$ cat src/rtl/pu_io_initiator.sv
// pu_io_initiator: single-outstanding LSU-to-IO request initiator with ack timeout
module pu_io_initiator #(
    parameter int WIDTH_NBITS   = 32,
    parameter int ADDR_NBITS    = 32,
    parameter int TID_NBITS     = 8,
    parameter int TIMEOUT_NBITS = 10,
    localparam int CMD_NBITS    = 7 + ADDR_NBITS + TID_NBITS + WIDTH_NBITS
) (
    input  logic                   clk,
    input  logic                   rstn,
    input  logic                   lsu_valid,
    output logic                   lsu_ready,
    input  logic                   lsu_wr,
    input  logic                   lsu_atomic,
    input  logic [4:0]             lsu_funct5,
    input  logic [ADDR_NBITS-1:0]  lsu_addr,
    input  logic [TID_NBITS-1:0]   lsu_tid,
    input  logic [WIDTH_NBITS-1:0] lsu_wdata,
    output logic                   lsu_rvalid,
    output logic [WIDTH_NBITS-1:0] lsu_rdata,
    output logic                   lsu_wdone,
    output logic                   lsu_err,
    output logic                   io_req,
    output logic [CMD_NBITS-1:0]   io_cmd,
    input  logic                   io_ack,
    input  logic [WIDTH_NBITS-1:0] io_ack_data,
    output logic                   busy,
    output logic                   err_timeout,
    output logic                   err_spurious
);
    typedef enum logic [1:0] {IDLE, REQ, WAIT, RESP} state_t;

    // io_cmd field order, MSB first: {wr, atomic, funct5, addr, tid, wdata}
    typedef struct packed {
        logic                   wr;
        logic                   atomic;
        logic [4:0]             funct5;
        logic [ADDR_NBITS-1:0]  addr;
        logic [TID_NBITS-1:0]   tid;
        logic [WIDTH_NBITS-1:0] wdata;
    } io_type;

    state_t                   state, next;
    io_type                   cmd;
    logic [TIMEOUT_NBITS-1:0] cnt;
    logic [WIDTH_NBITS-1:0]   data_q;
    logic                     rd, timeout, accept;

    assign io_cmd = cmd;
    assign rd     = cmd.atomic || !cmd.wr;
    assign accept = lsu_valid && lsu_ready;

    // next-state and per-state output decode; ack beats timeout in the same cycle
    always_comb begin
        next       = state;
        lsu_ready  = 1'b0;
        io_req     = 1'b0;
        busy       = 1'b0;
        lsu_rvalid = 1'b0;
        lsu_wdone  = 1'b0;
        lsu_err    = 1'b0;
        lsu_rdata  = '0;
        timeout    = 1'b0;
        case (state)
            IDLE: begin
                lsu_ready = 1'b1;
                next      = lsu_valid ? REQ : IDLE;
            end
            REQ: begin
                io_req = 1'b1;
                busy   = 1'b1;
                next   = WAIT;
            end
            WAIT: begin
                busy = 1'b1;
                if (io_ack) next = RESP;
                else if (&cnt) begin
                    timeout    = 1'b1;
                    lsu_err    = 1'b1;
                    lsu_rvalid = rd;
                    next       = IDLE;
                end
            end
            default: begin
                lsu_ready  = 1'b1;
                lsu_rvalid = rd;
                lsu_wdone  = !rd;
                lsu_rdata  = rd ? data_q : '0;
                next       = lsu_valid ? REQ : IDLE;
            end
        endcase
    end

    // state register
    always_ff @(posedge clk or negedge rstn) begin
        if (!rstn) state <= IDLE;
        else       state <= next;
    end

    // command register only changes on a handshake, so io_cmd is stable while outstanding
    always_ff @(posedge clk or negedge rstn) begin
        if (!rstn)       cmd <= '0;
        else if (accept) cmd <= '{lsu_wr, lsu_atomic, lsu_funct5, lsu_addr, lsu_tid, lsu_wdata};
    end

    // wait counter cleared while issuing, saturating while waiting; ack data captured in WAIT
    always_ff @(posedge clk or negedge rstn) begin
        if (!rstn) begin
            cnt    <= '0;
            data_q <= '0;
        end else begin
            if (state == REQ) cnt <= '0;
            else if (state == WAIT && !io_ack) cnt <= &cnt ? cnt : cnt + 1'b1;
            if (state == WAIT && io_ack) data_q <= io_ack_data;
        end
    end

    // sticky error flags, cleared only by reset
    always_ff @(posedge clk or negedge rstn) begin
        if (!rstn) begin
            err_timeout  <= 1'b0;
            err_spurious <= 1'b0;
        end else begin
            if (timeout) err_timeout <= 1'b1;
            if (io_ack && state != WAIT) err_spurious <= 1'b1;
        end
    end
endmodule

$ cat config.mk
export PLATFORM = sky130hd
export DESIGN_NAME = pu_io_initiator
export DESIGN_NICKNAME = d
export VERILOG_FILES = /design/src/rtl/pu_io_initiator.sv
export SDC_FILE = /design/constraint.sdc
export NUM_CORES = 1
export LEC_CHECK = 0
export ABC_AREA = 1
export CAP_MARGIN = 40
export CORE_ASPECT_RATIO = 1.2
export CORE_MARGIN = 3
export CORE_UTILIZATION = 45
export DETAILED_ROUTE_END_ITERATION = 10
export PLACE_DENSITY = 0.81
export SYNTH_ARGS = -nofsm -noshare
export SYNTH_HDL_FRONTEND = slang
export SYNTH_SLANG_ARGS = --single-unit
$ cat constraint.sdc
create_clock -name clk -period 3.5 [get_ports clk]
set_input_delay 0.7 -clock clk [delete_from_list [all_inputs] [get_ports clk]]
set_output_delay 0.7 -clock clk [all_outputs]
set_load 0.01 [all_outputs]
==> flow_summary.yaml <==
status:
  outcome: "completed"
floorplan:
  die_area_mm2: 0.0136
  chipWidth_um: 107
  row_count: 43
  core_area_mm2: 0.0117
  start_util_pct: 46.8
  die_h_um: 127
  io-pin-count: 234
route:
  drc: 0
  dr.pass1.iters: 4
  drtIter0Drc: 155
  ant_nets: 0
  via_per_inst: 4.81
  drt-total-wl_um: 14400
  routedWlPerCell_um: 16.7
  route.vias.total: 4157
worst_setup_path:
  worstPathMaxFanout: 25
  critPathLaunchType: "register"
  worst-endpoint-required_ns: 2.80
  cp_slowest_cell: "clkdlybuf4s50_1"
  cp.arrival_ns: 2.38
  cp_cell_sequence: "nor2_1 > inv_1 > nand2_1 > buf_4 > o21ai_1 > clkdlybuf4s50_1"
  cpLargestDelayFamily: "buffers and inverters"
  worstSetupPathType: "register to primary output"
  reg2reg_depth: 5
  crit_buf_inv: 3
  critical-path-max-stage-delay_ns: 0.50
  cp-end-kind: "primary output"
  critical_path_depth: 6
power_and_ir_drop:
  power.switching_mw: 2.20
  ir_drop_uv: 484
  clkPwrFrac_pct: 24.8
  p_leak_nw: 4.08
  sw_frac_of_total_pct: 30.0
  cellPowerDensity_mw_per_mm2: 856
  pwr-share-comb_pct: 41.7
  seqPwrFrac_pct: 33.6
  p_int_mw: 5.13
sta:
  finClkSkew_ns: 0.00771
  setup_ws_ns: 0.424
  slew_headroom_pct: 49.7
  layout_min_cycle_time_ns: 3.08
  hold_viol_final: 0
  tns_ns: 0
  rsz0062_at_grt: "no"
  worstMarginPinSlew_ns: 0.754
  setup_violations: 0
  drv_slew: 0
  timing.fmax_ghz: 0.325
  finalCritPeriodShare_pct: 87.9
final_layout:
  fin_nets: 814
  drive_above_1_share_pct: 18.5
  diodes: 0
  area_growth_pct: 56.2
cts:
  root_buffer: "clkbuf_16"
  numCtsBuffers: 17
  clk_latency_ns: 0.41
  cts-resized-gates: 0
  path_clk_slew_ns: 0.06
  cts_tree: "yes"
  post_cts_buffers: 0
  h-tree-depth: 4
  cts_buffer_depth: 2
  cts_sinks: 125
  holdBufCountCts: 0
place:
  routabilityCongestion: 0.839
  dp_hpwl_um: 10400
  place_ws_ns: 0.494
  port_buffers: 233
yosys:
  synth.most_common_cell: "dfrtp_1"
  yosys_register_bits: 125
  synth.avg_cell_area_um2: 12.1
  syn_nets: 574
  synth_area_leaders: "dfrtp_1 (57%), mux2_4 (21%), nor2_1 (5.0%), inv_1 (3.3%), a21oi_1 (3.2%)"
  ys.flop_type: "dfrtp_1"
  syn-cell-area_mm2: 0.00549
  yosys-top-cells-count: "dfrtp_1 (125), mux2_4 (77), nor2_1 (73)"
  synth.distinct_cells: 27
  synth_largest_area_cell: "dfrtp_1"
  post-synth-top-area-fraction_pct: 57.0
  synth_async_sr_flop_share_pct: 100
  yosysSeqAreaShare_pct: 57.0
  ys_warn_count: 0
  synth_cells: 455
  synth_edf_count: 0
min_path:
  hp-class: "input pin to asynchronous set/reset pin"
global_routing:
  grt_overflow: 0
  first_global_vias: 4347
  grt_use_total_pct: 21.8
  grt_start_max_net_pins: 69
  grt_antenna_before_repair: 0
  grt_pass1_wl_um: 22900
run:
  cap_violations: 0
## power by group through the flow
stage	Combinational (mW)	Sequential (mW)	Clock (mW)
after detailed placement	3.07	2.45	0
after floorplan	1.39	2.63	0
after global placement	2.99	2.43	0
after CTS	3.09	2.47	1.85
final	3.06	2.46	1.82
after global routing	3.25	2.54	1.92
## path summary, 6_finish.rpt
kind | from | end | slack, ns
max | io_cmd[77]$_DFFE_PN0P_ | lsu_rvalid | 0.42
min in group clk | err_spurious$_DFFE_PN0P_ | err_spurious$_DFFE_PN0P_ | 0.46
min | rstn | data_q[9]$_DFFE_PN0P_ | 0.34
max in group asynchronous | rstn | io_cmd[66]$_DFFE_PN0P_ | 2.32
min reg2reg | err_spurious$_DFFE_PN0P_ | err_spurious$_DFFE_PN0P_ | 0.46
max reg2reg | state[0]$_DFFE_PN0P_ | io_cmd[25]$_DFFE_PN0P_ | 1.25
## layout make-up
type	count	area (um2)
Multi-Input combinational cell	260	2030
Inverter	52	200
Timing Repair Buffer	239	2400
Clock buffer	20	457
Tap cell	157	196
Sequential cell	125	3130
Clock inverter	12	160
Fill cell	801	3160
## metrics by stage
stage / instance area (um2) / cells / utilization, % / total power [mW] / hold WS [ns]
2_1_floorplan: 5490 / 455 / - / 4.03 / 0.404
3_3_place_gp: 7950 / 833 / 67.8 / 5.43 / 0.441
3_5_place_dp: 7950 / 833 / 67.8 / 5.52 / 0.448
4_1_cts: 8570 / 865 / 73.1 / 7.41 / 0.376
5_1_grt: 8570 / 865 / 73.1 / 7.72 / 0.389
6_report: 8570 / 865 / 73.1 / 7.33 / 0.335
## registers in the layout, summed over array words and instances, names as in the netlist
name	flops
err_spurious	1
data_q	32
io_cmd	79
state	2
cnt	10
err_timeout	1
## layer usage
layer	part of all wire (%)	vias to the layer above	GRT usage [%]
met2	51	197	37.1
met4	2.9	0	9.48
met1	38	1988	24.6
met3	8.4	26	7.99
met5	0	-	0
li1	-	1946	-
## cell usage in the layout (no fill, tap or decap), types with 5 or more instances in the layout
| cell | count |
|---|---|
| nand2_1 | 34 |
| dfrtp_1 | 125 |
| mux2_4 | 77 |
| nand4_1 | 7 |
| buf_4 | 5 |
| a21oi_1 | 35 |
| nor2_1 | 73 |
| clkdlybuf4s50_1 | 232 |
| clkbuf_16 | 17 |
| nand3_1 | 8 |
| inv_1 | 48 |
## kinds of logic after synthesis
| family | after synthesis | share of synthesized area (%) |
|---|---|---|
| simple gates | 135 | 10.6 |
| flops | 125 | 57.0 |
| mux | 78 | 21.3 |
| buf+inv | 70 | 6.16 |
| compound gates | 42 | 3.88 |
| fa+ha+maj | 4 | 0.912 |
| xor+xnor | 1 | 0.160 |
Power figures use the tool's default switching activity.
